File: src/rtl/mux2_rr_arbiter_pkg.sv
// Shared definitions for the two-input round-robin packet arbiter.
// Holds the FSM state encoding and the default payload width. The block
// and its bench both import this package.
package mux2_rr_arbiter_pkg;

    localparam int DW_DEFAULT = 32;

    typedef enum logic [1:0] {
        IDLE  = 2'd0,
        LOCK0 = 2'd1,
        LOCK1 = 2'd2
    } arb_state_t;

endpackage

File: src/rtl/MUX2D4.sv
// Behavioural model of the MUX2D4 library cell.
// One-bit 2:1 mux.
// Ports:
//   I0 - data input selected when S=0
//   I1 - data input selected when S=1
//   S  - select
//   Z  - output
module MUX2D4 (
    input  logic I0,
    input  logic I1,
    input  logic S,
    output logic Z
);

    assign Z = S ? I1 : I0;

endmodule

File: src/rtl/mux2_rr_arbiter.sv
// Two-requester round-robin packet arbiter with a registered output stage.
// Once the first beat of a multi-beat packet is accepted, the winner holds
// the grant until its last beat is accepted. Packets therefore never
// interleave on the output.
//
// state | meaning
// ------+-------------------------------------------------------------
// IDLE  | between packets; round-robin choice among the valid requesters
// LOCK0 | mid-packet from requester 0; only requester 0 may be granted
// LOCK1 | mid-packet from requester 1; only requester 1 may be granted
//
// Ports:
//   nvdla_core_clk    - core clock
//   nvdla_core_rstn   - asynchronous active-low reset
//   in0_pvld/prdy     - requester-0 valid/ready handshake
//   in0_pd/plast      - requester-0 payload and last-beat flag
//   in1_pvld/prdy     - requester-1 valid/ready handshake
//   in1_pd/plast      - requester-1 payload and last-beat flag
//   out_pvld/prdy     - output valid/ready handshake
//   out_pd/plast      - registered payload and last-beat flag
//   out_sel           - source requester of the beat held in the output register
module mux2_rr_arbiter
    import mux2_rr_arbiter_pkg::*;
#(
    parameter int DW = DW_DEFAULT
) (
    input  logic          nvdla_core_clk,
    input  logic          nvdla_core_rstn,
    input  logic          in0_pvld,
    output logic          in0_prdy,
    input  logic [DW-1:0] in0_pd,
    input  logic          in0_plast,
    input  logic          in1_pvld,
    output logic          in1_prdy,
    input  logic [DW-1:0] in1_pd,
    input  logic          in1_plast,
    output logic          out_pvld,
    input  logic          out_prdy,
    output logic [DW-1:0] out_pd,
    output logic          out_plast,
    output logic          out_sel
);

    arb_state_t    state;
    arb_state_t    state_nxt;
    logic          last_gnt;
    logic          last_gnt_nxt;
    logic          gnt_0;
    logic          gnt_1;
    logic          pipe_en;
    logic          acc_0;
    logic          acc_1;
    logic          acc;
    logic          mux_plast;
    logic [DW-1:0] mux_pd;

    assign pipe_en = !out_pvld || out_prdy;

    // Gate ready with reset so neither requester sees a handshake while the
    // block is held in reset (the output stage is empty, so pipe_en is 1).
    assign in0_prdy = nvdla_core_rstn && pipe_en && gnt_0;
    assign in1_prdy = nvdla_core_rstn && pipe_en && gnt_1;

    assign acc_0 = in0_pvld && in0_prdy;
    assign acc_1 = in1_pvld && in1_prdy;
    assign acc   = acc_0 || acc_1;

    assign mux_plast = gnt_1 ? in1_plast : in0_plast;

    for (genvar i = 0; i < DW; i++) begin : g_pd_mux
        MUX2D4 u_mux (
            .I0 (in0_pd[i]),
            .I1 (in1_pd[i]),
            .S  (gnt_1),
            .Z  (mux_pd[i])
        );
    end

    // Grant decode. On a tie in IDLE the requester that did not win the
    // previous packet goes first.
    always_comb begin
        gnt_0 = 1'b0;
        gnt_1 = 1'b0;
        case (state)
            IDLE: begin
                gnt_0 = in0_pvld && (!in1_pvld || last_gnt);
                gnt_1 = in1_pvld && (!in0_pvld || !last_gnt);
            end
            LOCK0:   gnt_0 = 1'b1;
            LOCK1:   gnt_1 = 1'b1;
            default: ;
        endcase
    end

    // Next state. Acceptances only happen with pipe_en=1, so a stalled
    // output freezes both the state and the round-robin pointer.
    always_comb begin
        state_nxt    = state;
        last_gnt_nxt = last_gnt;
        case (state)
            IDLE: begin
                if (acc) begin
                    last_gnt_nxt = acc_1;
                    if (!mux_plast) begin
                        state_nxt = acc_1 ? LOCK1 : LOCK0;
                    end
                end
            end
            LOCK0: begin
                if (acc_0 && in0_plast) begin
                    state_nxt = IDLE;
                end
            end
            LOCK1: begin
                if (acc_1 && in1_plast) begin
                    state_nxt = IDLE;
                end
            end
            default: state_nxt = IDLE;
        endcase
    end

    always_ff @(posedge nvdla_core_clk or negedge nvdla_core_rstn) begin
        if (!nvdla_core_rstn) begin
            state    <= IDLE;
            last_gnt <= 1'b1;
        end else begin
            state    <= state_nxt;
            last_gnt <= last_gnt_nxt;
        end
    end

    always_ff @(posedge nvdla_core_clk or negedge nvdla_core_rstn) begin
        if (!nvdla_core_rstn) begin
            out_pvld  <= 1'b0;
            out_plast <= 1'b0;
            out_sel   <= 1'b0;
        end else if (pipe_en) begin
            out_pvld <= acc;
            if (acc) begin
                out_plast <= mux_plast;
                out_sel   <= gnt_1;
            end
        end
    end

    // Payload register carries no reset; it is only meaningful with out_pvld=1.
    always_ff @(posedge nvdla_core_clk) begin
        if (acc) begin
            out_pd <= mux_pd;
        end
    end

endmodule

File: config.mk
export PLATFORM = sky130hd
export DESIGN_NAME = mux2_rr_arbiter
export DESIGN_NICKNAME = d
export VERILOG_FILES = /design/src/rtl/mux2_rr_arbiter_pkg.sv /design/src/rtl/MUX2D4.sv /design/src/rtl/mux2_rr_arbiter.sv
export SDC_FILE = /design/constraint.sdc
export NUM_CORES = 1
export LEC_CHECK = 0
export BUFFER_PORTS_ARGS = -buffer_cell sky130_fd_sc_hd__buf_4
export CORE_AREA = 4 4 71 73
export CTS_BUF_LIST = sky130_fd_sc_hd__clkbuf_4 sky130_fd_sc_hd__clkbuf_8
export CTS_CLUSTER_SIZE = 24
export DETAILED_ROUTE_END_ITERATION = 8
export DIE_AREA = 0 0 75 77
export PLACE_DENSITY = 0.78
export SETUP_SLACK_MARGIN = 0.3
export SLEW_MARGIN = 20
export SYNTH_ARGS = -nofsm -noshare
export SYNTH_HDL_FRONTEND = slang
export SYNTH_SLANG_ARGS = --single-unit
File: constraint.sdc
create_clock -name nvdla_core_clk -period 2.9 [get_ports nvdla_core_clk]
set_input_delay 0.58 -clock nvdla_core_clk [delete_from_list [all_inputs] [get_ports nvdla_core_clk]]
set_output_delay 0.58 -clock nvdla_core_clk [all_outputs]
set_load 0.05 [all_outputs]
After elaboration in Yosys (flattened, before gate mapping)
Cells that the tools add are included.
{"block": "op_classes", "mux": 41, "n_reduce_logical": 21, "n_eq_ne": 6}
{"op": "$mux W1", "n": 33}
{"op": "$mux W2", "n": 5}
{"op": "$logic_and A1 B1 Y1", "n": 9}
{"op": "$ne A2 B2 Y1 const B", "n": 4}
{"op": "$pmux W2 S3", "n": 1}
{"op": "$logic_not A1 Y1", "n": 4}
{"op": "$logic_or A1 B1 Y1", "n": 4}
{"op": "$pmux W1 S2", "n": 2}
{"op": "$reduce_and A2 Y1", "n": 2}
{"op": "$reduce_and A4 Y1", "n": 1}
{"op": "$eq A2 B1 Y1 const B", "n": 1}
{"op": "$eq A2 B2 Y1 const B", "n": 1}
{"op": "$logic_not A2 Y1", "n": 1}
{"block": "totals", "in_bits": 71, "reg_bits": 38, "out_inout_bits": 37, "word_cells": 74}

Logic depth before layout (Yosys ltp)
Gate-level depths: netlist of run 1.
{"block": "depth", "word_depth": 10, "depth_mapped": 6, "ltp_nobuf": 4}

Cells and area by module
A second synthesis of run 1 with hierarchy kept.
{"block": "unflattened", "cells_unflattened": 99, "hier_area_um2": 1794.2}
{"mod": "mux2_rr_arbiter", "cells_per_inst": 67, "seq_area_each_um2": 1112.3, "area_each_um2": 1313.8, "instances": 1}
{"mod": "MUX2D4", "cells_per_inst": 1, "seq_area_each_um2": 0.0, "area_each_um2": 15.0, "instances": 32}

Worst setup path after synthesis of run 1
Ideal clock, no wire load.
{"block": "synth_path", "kind": "input to register", "startpoint": "in in1_pvld", "endpoint": "reg out_pd[0] (enable)", "setup_time_ps": 423, "t_required_ps": 2477, "path_buffers": 0, "cell_stages": 2, "arrival_time_ps": 2281, "slack_ps": 196, "path_cell_list": "or2b_1 a211oi_2"}
{"block": "synth_between", "elab_chain_cells": 7, "elab_cells_between_ends": 11, "cone_classes": "mux: 2; reduce/logical: 9"}
{"element": "start: declaration", "line": "mux2_rr_arbiter.sv:33", "text": "input logic in1_pvld,"}
{"element": "$logic_not A1 Y1", "line": "mux2_rr_arbiter.sv:86", "text": "gnt_0 = in0_pvld && (!in1_pvld || last_gnt);"}
{"element": "$logic_or A1 B1 Y1", "line": "mux2_rr_arbiter.sv:86"}
{"element": "$logic_and A1 B1 Y1", "line": "mux2_rr_arbiter.sv:86"}
{"element": "$pmux W1 S2", "line": "mux2_rr_arbiter.sv:84", "text": "case (state)"}
{"element": "$logic_and A1 B1 Y1", "line": "mux2_rr_arbiter.sv:61", "text": "assign in0_prdy = nvdla_core_rstn && pipe_en && gnt_0;"}
{"element": "$logic_and A1 B1 Y1", "line": "mux2_rr_arbiter.sv:64", "text": "assign acc_0 = in0_pvld && in0_prdy;"}
{"element": "$logic_or A1 B1 Y1 (*)", "line": "mux2_rr_arbiter.sv:66", "text": "assign acc = acc_0 || acc_1;"}
{"element": "named net acc", "line": "mux2_rr_arbiter.sv:53", "text": "logic acc;"}
{"element": "end signal: assignment", "line": "mux2_rr_arbiter.sv:150", "text": "out_pd <= mux_pd;"}
{"element": "end: declaration", "line": "mux2_rr_arbiter.sv:39", "text": "output logic [DW-1:0] out_pd,"}
The timed path passes the listed nets; every way through them passes the cells marked *.
A chain may end at the register's enable or synchronous reset.

Worst setup path in the final report of run 1
{"block": "layout_path", "startpoint": "in in0_pvld", "endpoint": "out in1_prdy"}
{"block": "layout_between", "elab_chain_cells": 5}
{"element": "start: declaration", "line": "mux2_rr_arbiter.sv:29", "text": "input logic in0_pvld,"}
{"element": "$logic_not A1 Y1", "line": "mux2_rr_arbiter.sv:87", "text": "gnt_1 = in1_pvld && (!in0_pvld || !last_gnt);"}
{"element": "$logic_or A1 B1 Y1", "line": "mux2_rr_arbiter.sv:87"}
{"element": "$logic_and A1 B1 Y1", "line": "mux2_rr_arbiter.sv:87"}
{"element": "$pmux W1 S2", "line": "mux2_rr_arbiter.sv:84"}
{"element": "$logic_and A1 B1 Y1", "line": "mux2_rr_arbiter.sv:62", "text": "assign in1_prdy = nvdla_core_rstn && pipe_en && gnt_1;"}
{"element": "end: declaration", "line": "mux2_rr_arbiter.sv:34", "text": "output logic in1_prdy,"}
Every way passes these cells.

==> results of run 1 <==
## kinds of logic after synthesis
| logic type | Yosys count | synth area share [%] |
|---|---|---|
| buffers and inverters | 7 | 4.39 |
| and+or+nand+nor | 21 | 5.92 |
| DFF | 38 | 59.1 |
| muxes | 33 | 25.3 |
| AOI/OAI and AO/OA | 14 | 5.32 |
## power by group through the flow
| stage | Combinational (mW) | Sequential (mW) | Clock, mW |
|---|---|---|---|
| 6_report | 1.13 | 0.817 | 0.374 |
| 5_1_grt | 1.19 | 0.832 | 0.418 |
| 3_5_place_dp | 1.14 | 0.829 | 0 |
| 2_1_floorplan | 0.584 | 1.14 | 0 |
| 4_1_cts | 1.14 | 0.818 | 0.395 |
| 3_3_place_gp | 1.13 | 0.822 | 0 |
## registers in the layout (all words and copies together), names as in the netlist
signal,flops
out_pd,32
state,2
last_gnt,1
out_plast,1
out_pvld,1
out_sel,1
## per-stage QoR
stage	area [um^2]	hold WS [ps]	util [%]
floorplan	1890	284	-
global placement	2720	409	62.4
detailed placement	2720	408	62.4
CTS	2810	94.3	64.6
global route	2810	97.2	64.6
finish	2810	111	64.6
## worst max-delay path, stage by stage
cell and delay, ps:
buf_4 130, a21bo_1 220, a21o_2 240, nor2_1 100, buf_4 210
## cells in the mapped netlist (all sizes together)
master / instances
or3: 1
buf: 4
nand2: 3
a21bo: 1
edfxtp: 32
a21oi: 4
a221oi: 1
dfrtp: 5
or2b: 3
a31oi: 2
inv: 2
nor2b: 1
nor4: 1
or2: 1
o22ai: 1
dfstp: 1
clkbuf: 1
a211oi: 2
nand4: 1
o21ai: 1
nor3: 1
a21o: 1
nand2b: 2
and2: 1
nor2: 6
o32a: 1
mux2i: 1
mux2: 32
## cell type report
type / count / area, um^2 / share of cell area, %
Inverter: 2 / 7.51 / 0.267
Multi-Input combinational cell: 68 / 696 / 24.7
Tap cell: 52 / 65.1 / 2.31
Clock buffer: 7 / 90.1 / 3.20
Sequential cell: 38 / 1110 / 39.5
Clock inverter: 1 / 5.00 / 0.178
Timing Repair Buffer: 110 / 838 / 29.8
## worst min-delay path by stage
stage | start | slack (ps) | depth (start not counted) | to
after floorplan | nvdla_core_rstn | 280 | 0 | out_plast
after global placement | nvdla_core_rstn | 410 | 1 | out_sel
after detailed placement | nvdla_core_rstn | 410 | 1 | out_sel
after CTS | nvdla_core_rstn | 90 | 1 | out_sel
after global routing | nvdla_core_rstn | 100 | 1 | out_sel
final | nvdla_core_rstn | 110 | 1 | state[0]
## layer usage
layer  GRT usage (%)  wire (um)
met1            18.2       1670
met2            29.1       2560
met3            3.92        405
met4            5.69         74
met5               0          0
==> impl_metrics.yaml, run 1 <==
global_route:
  grt_pass1_vias: 1420
  grt_first_pass_wirelength_um: 6980
  antenna_found_initial: 0
  grt_usage_pct: 16.3
  grt_remaining_overflow: 0
  grt_max_degree: 34
clocking:
  postCtsHoldBufs: 0
  clk_latency_ps: 280
  numClockSinks: 38
  cts_buffers: 5
  root_buffer: "clkbuf_8"
  cts_tree: "done"
  clk_pin_slew_worst_paths_ps: 70
  post_cts_buffers: 0
  cts_resized: 0
  htreeDepth: 2
  max-clock-path-buffers: 2
sta:
  relSlewSlack_pct: 76.8
  skew_ps: 3.90
  post-route-period-util_pct: 71.5
  slew_viol_final: 0
  rsz0062_at_grt: "false"
  setup_viol: 0
  clock.fmax_mhz: 483
  worstMarginPinSlew_ps: 345
  hold_violations: 0
  tns_ps: 0
  layout_setup_ws_ps: 828
  post-route-min-period_ps: 2070
pwr:
  p_int_mw: 1.46
  p_seq_share_pct: 35.2
  power_mw: 2.32
  peakVddDrop_v: 0.000376
  swShare_pct: 37.3
  pwr-share-clk_pct: 16.1
  p_comb_share_pct: 48.7
  power.leakage_nw: 1.31
  power.density_nw_per_um2: 825
  switchingPower_mw: 0.866
yosys:
  synth_seq_cells: 38
  yosys.area.top_type: "edfxtp_1"
  synthCells: 113
  synth_cell_types: 31
  synth-warning-count: 0
  synth_seq_area_share_pct: 59.1
  synth.net_count: 184
  syn_area_um2: 1880
  synth.area.top_cells: "edfxtp_1 51%, mux2_4 22%, dfrtp_1 6.6%"
  avgSynthCellArea_um2: 16.7
  yosysTopAreaCellShare_pct: 51.1
worst_setup_path:
  startpoint_type: "primary input"
  cp.arrival_ps: 1490
  r2r_cells: 4
  endpoint: "in1_prdy"
  crit_start: "in0_pvld"
  endpoint_kind: "primary output"
  cp.required_ps: 2320
  crit_type: "primary input to primary output"
  r2r_slack_ps: 1120
  rr_startpoint: "last_gnt"
  r2r-end: "out_pd[8]"
  crit_fanout: 7
floorplanning:
  fp.dieArea_um2: 5780
  num_rows: 24
  io_pins: 108
  floorplan.initialDensity_pct: 43.2
  die_x_um: 75
  core_area_um2: 4350
  fp.dieH_um: 77
placement:
  dp_hpwl_um: 3650
  place_inst: 270
  globalplace.congestion: 0.789
  numPortBuffers: 107
  post-place-ws_ps: 834
drt:
  wl_um: 4710
  first_iter_violations: 65
  wl_per_cell_um: 16.9
  drt_pass1_iterations: 4
  ant_nets: 0
  num_vias: 1351
  via_per_inst: 4.86
  drcViolationCount: 0
layout:
  diodes: 0
  nFillCells: 335
  drive_gt1_share_pct: 68.1
  layout_commonest_cell: "buf_4"
  layout_common_cells: "109 x buf_4, 32 x edfxtp_1, 28 x mux2_4"
  area_growth_pct: 49.5
  nets: 296
  final_cells: 278
run_status:
  outcome: "completed"
hold_path:
  hold_class: "primary input to asynchronous set/reset pin"
job:
  maxCapViolations: 0
No activity file was read; power rests on OpenSTA's default activity.
==> inputs of run 2 (changes only) <==
- CORE_AREA: 4 4 71 73 -> 4 4 73 75
- DIE_AREA: 0 0 75 77 -> 0 0 77 79
- PLACE_DENSITY: 0.78 -> 0.77
- clock period: 2.9 -> 1.82 ns (I/O delays scaled with it)
==> impl_metrics.yaml, run 2 (same netlist as run 1, synthesis figures left out) <==
run_status:
  outcome: "completed"
sta:
  skew_ps: 4.82
  post-route-period-util_pct: 93.9
  layout_setup_ws_ps: 111
  post-route-min-period_ps: 1710
  slew_viol_final: 0
  setup_viol: 0
  clock.fmax_mhz: 585
  worstMarginPinSlew_ps: 372
  relSlewSlack_pct: 75.0
  hold_violations: 0
  rsz0062_at_grt: "true"
placement:
  placed_cell_area_um2: 2800
  dp_hpwl_um: 3680
  numPortBuffers: 107
  globalplace.congestion: 0.825
  post-place-ws_ps: 40.5
global_route:
  grt_remaining_overflow: 0
  antenna_found_initial: 0
  grt_max_degree: 15
  grt_usage_pct: 16.8
  grt_first_pass_wirelength_um: 7760
  grt_pass1_vias: 1523
clocking:
  htreeDepth: 2
  clk_latency_ps: 290
  cts_buffers: 5
  clk_pin_slew_worst_paths_ps: 70
  numClockSinks: 38
  root_buffer: "clkbuf_8"
  max-clock-path-buffers: 2
  cts_tree: "done"
pwr:
  p_int_mw: 2.76
  pwr-share-clk_pct: 13.0
  power.leakage_nw: 1.50
  p_comb_share_pct: 57.0
  switchingPower_mw: 1.61
  swShare_pct: 36.9
  power.density_nw_per_um2: 1350
  peakVddDrop_v: 0.000559
  p_seq_share_pct: 30.0
hold_path:
  hold_class: "primary input to asynchronous set/reset pin"
layout:
  drive_gt1_share_pct: 74.0
  layout_common_cells: "110 x buf_4, 32 x mux2_4, 32 x edfxtp_1"
  max_flop_register: "out_pd"
  diodes: 0
  largest_register_ffs: 32
  layout_commonest_cell: "buf_4"
  reg_top3: "out_pd (32), state (2)"
  area_growth_pct: 72.6
  design_area_um2: 3250
  nets: 316
worst_setup_path:
  cp_slowest_cell: "dfstp_2"
  endpoint_kind: "primary output"
  cp.required_ps: 1460
  crit_type: "register to primary output"
  cp.arrival_ps: 1350
  startpoint_type: "register"
  path_cells: "or2b_1 -> a21oi_2 -> nor3_4 -> buf_6"
  crit_fanout: 3
  worst_path_dominant_cell_family: "flip-flops"
  critPathBufInv: 1
  crit_path_max_incr_delay_ps: 550
floorplanning:
  io_pins: 108
  fp.dieH_um: 79
  num_rows: 25
  floorplan.initialDensity_pct: 40.4
  core_area_um2: 4660
  fp.dieArea_um2: 6080
  die_x_um: 77
drt:
  drcViolationCount: 0
  num_vias: 1473
  drt_pass1_iterations: 6
  wl_um: 5610
  first_iter_violations: 40
  via_per_inst: 4.91
  wl_per_cell_um: 18.7
  ant_nets: 0
job:
  maxCapViolations: 0
run 2: cell types whose count changed in the layout (fill, tap and decap cells not counted), sizes merged:
cell / before / now
buf: 110 / 125
clkbuf: 7 / 9
clkinv: 1 / 2
clkinvlp: 0 / 1
dlygate4sd3: 0 / 1
run 2: path summary, 6_finish.rpt:
kind / start / to / slack, ps / cells after the start
max in group asynchronous: nvdla_core_rstn / state[0] / 1070 / 2
min in group nvdla_core_clk: in0_plast / state[0] / 360 / 3
hold / removal: nvdla_core_rstn / last_gnt / 40 / 1
setup / recovery: last_gnt / in0_prdy / 110 / 4
hold reg to reg: state[0] / state[1] / 520 / 1
setup reg to reg: last_gnt / out_pd[16] / 120 / 5
run 2: area by class of cell:
cell class / instances / area, um^2
clock buffer: 5 / 68.8
timing repair buffer: 130 / 1200
sequential: 38 / 1120
fill: 311 / 1410
clock inverter: 3 / 16.3
tap: 54 / 67.6
inverter: 2 / 7.51
multi-input combinational: 68 / 768
run 2: metal layers:
layer / track usage, % / part of all wire (%) / vias to the layer above / wire length [um]
met1: 16.9 / 35 / 697 / 1940
met2: 31.6 / 55 / 71 / 3070
li1: - / - / 692 / -
met5: 0 / 0 / - / 0
met3: 5.10 / 7.8 / 13 / 436
met4: 8.01 / 2.8 / 0 / 157
run 2: repair_timing:
| item | 4_1_cts | 5_1_grt |
|---|---|---|
| gates resized for setup | 11 | 15 |
| pin swaps | 4 | 6 |
| gates cloned | 4 | 4 |
| setup buffers | 6 | 2 |
| hold buffers | 1 | 0 |
| setup endpoints to repair | 69 | 70 |
| hold endpoints to repair | 5 | 0 |
run 2: through the flow:
step / hold slack [ps] / total power, mW / cells / util (%) / TNS [ps]
floorplan: 68.4 / 2.79 / 113 / - / -11950
global placement: 202 / 3.21 / 275 / 60.2 / 0
detailed placement: 202 / 3.25 / 275 / 60.2 / 0
CTS: 38.2 / 4.15 / 294 / 66.2 / 0
global route: 38.9 / 4.52 / 300 / 69.7 / 0
finish: 41.9 / 4.37 / 300 / 69.7 / 0
run 2: power by group through the flow:
stage               Sequential (mW)  Clock, mW  Combinational, mW
global route                   1.33      0.603               2.59
CTS                            1.31      0.572               2.27
global placement               1.31          0               1.90
floorplan                      1.83          0              0.968
finish                         1.31      0.566               2.49
detailed placement             1.32          0               1.92
==> inputs of run 3 (changes only) <==
- CTS_CLUSTER_SIZE: 24 -> 28
- SETUP_SLACK_MARGIN: 0.3 -> 0.05
==> impl_metrics.yaml, run 3 (same netlist as run 1, synthesis figures left out) <==
sta:
  clock.fmax_mhz: 562
  skew_ps: 7.67
  post-route-period-util_pct: 97.8
  rsz0062_at_grt: "true"
  post-route-min-period_ps: 1780
  setup_viol: 0
  worstMarginPinSlew_ps: 362
  slew_viol_final: 0
  hold_ws_ps: 47.7
  hold_violations: 0
  relSlewSlack_pct: 75.6
global_route:
  antenna_found_initial: 0
  grt_max_degree: 26
  grt_first_pass_wirelength_um: 7070
  grt_remaining_overflow: 0
  grt_pass1_vias: 1394
  grt_usage_pct: 15.1
clocking:
  cts_tree: "done"
  numClockSinks: 38
  max-clock-path-buffers: 2
  clk_latency_ps: 280
  cts_buffers: 5
  root_buffer: "clkbuf_8"
  htreeDepth: 2
  clk_pin_slew_worst_paths_ps: 70
worst_setup_path:
  startpoint_type: "register"
  cp.arrival_ps: 1420
  endpoint_kind: "primary output"
  crit_fanout: 3
  cp.required_ps: 1460
  crit_type: "register to primary output"
layout:
  fin_util_pct: 64.0
  drive_gt1_share_pct: 71.9
  area_growth_pct: 58.5
  max_flop_register: "out_pd"
  final_cells: 289
  layout_common_cells: "112 x buf_4, 32 x edfxtp_1, 28 x mux2_4"
  layout_commonest_cell: "buf_4"
  nets: 305
  reg_top3: "out_pd (32), state (2)"
  diodes: 0
  largest_register_ffs: 32
  design_area_um2: 2980
job:
  maxCapViolations: 0
drt:
  drcViolationCount: 0
  num_vias: 1421
  via_per_inst: 4.92
  ant_nets: 0
  wl_per_cell_um: 16.6
  first_iter_violations: 73
  wl_um: 4810
  drt_pass1_iterations: 4
pwr:
  power.density_nw_per_um2: 1350
  power.leakage_nw: 1.37
  peakVddDrop_v: 0.000527
  power_mw: 4.02
hold_path:
  hold_class: "primary input to asynchronous set/reset pin"
placement:
  dp_hpwl_um: 3780
  numPortBuffers: 107
  place_inst: 276
  globalplace.congestion: 0.852
  placed_cell_area_um2: 2780
floorplanning:
  die_x_um: 77
  fp.dieArea_um2: 6080
  num_rows: 25
  core_area_um2: 4660
  floorplan.initialDensity_pct: 40.4
  io_pins: 108
  fp.dieH_um: 79
run_status:
  outcome: "completed"
run 3: cell count changes in the layout (fill, tap and decap cells not counted), moves of 3 or more:
| cell | before | now |
|---|---|---|
| clkbuf_16 | 4 | 0 |
| buf_16 | 4 | 0 |
| buf_6 | 6 | 3 |
| mux2_4 | 32 | 28 |
| mux2_2 | 0 | 4 |
run 3: layout make-up:
class / instances / area [um^2]
multi-input cells: 68 / 741
clock inverters: 1 / 30.0
flip-flops and latches: 38 / 1110
inverters: 2 / 7.51
repair buffers: 119 / 940
well taps: 54 / 67.6
fillers: 357 / 1680
clock buffers: 7 / 83.8
run 3: worst paths after layout:
kind	start	cells past startpoint	slack, ps	end
min in group nvdla_core_clk	in0_pd[18]	2	370	out_pd[18]
worst max-delay path	last_gnt	5	40	in1_prdy
worst min-delay path	nvdla_core_rstn	1	50	last_gnt
worst min register to register	out_sel	1	510	out_sel
worst max register to register	last_gnt	5	120	out_pd[9]
max in group asynchronous	nvdla_core_rstn	2	1080	state[1]
run 3: power breakdown:
part / switching (mW) / internal (mW) / leakage [nW]
combinational: 1.07 / 0.924 / 0.944
clock: 0.287 / 0.440 / 0.0593
sequential: 0.0882 / 1.21 / 0.371
total: 1.44 / 2.57 / 1.37
run 3: repair_timing:
item | in CTS | in global routing
resized for setup | 4 | 7
hold buffers | 1 | 0
cloned | 0 | 0
pin swaps | 2 | 1
buffers inserted | 3 | 1
setup endpoints to repair | 2 | 34
endpoints found under the hold margin | 5 | 0
run 3: stage by stage:
| stage | setup WS, ps | setup TNS, ps |
|---|---|---|
| CTS | 9.57 | 0 |
| finish | 39.9 | 0 |
| global placement | 94.2 | 0 |
| global route | -23.5 | -23.5 |
| detailed placement | 76.6 | 0 |
| floorplan | -347 | -11940 |
run 3: routing by layer:
metal | up-vias | share of wire, % | GRT usage, %
met5 | - | 0 | 0
met4 | 0 | 2.1 | 5.52
met3 | 8 | 9.2 | 5.22
met2 | 75 | 52 | 27.0
met1 | 666 | 37 | 16.6
li1 | 672 | - | -
run 3: worst max-delay path, stage by stage (launching register included):
cell and delay (ps):
dfstp_2 380, a21bo_4 210, a21o_4 200, buf_6 110, nor2_4 80, buf_8 150
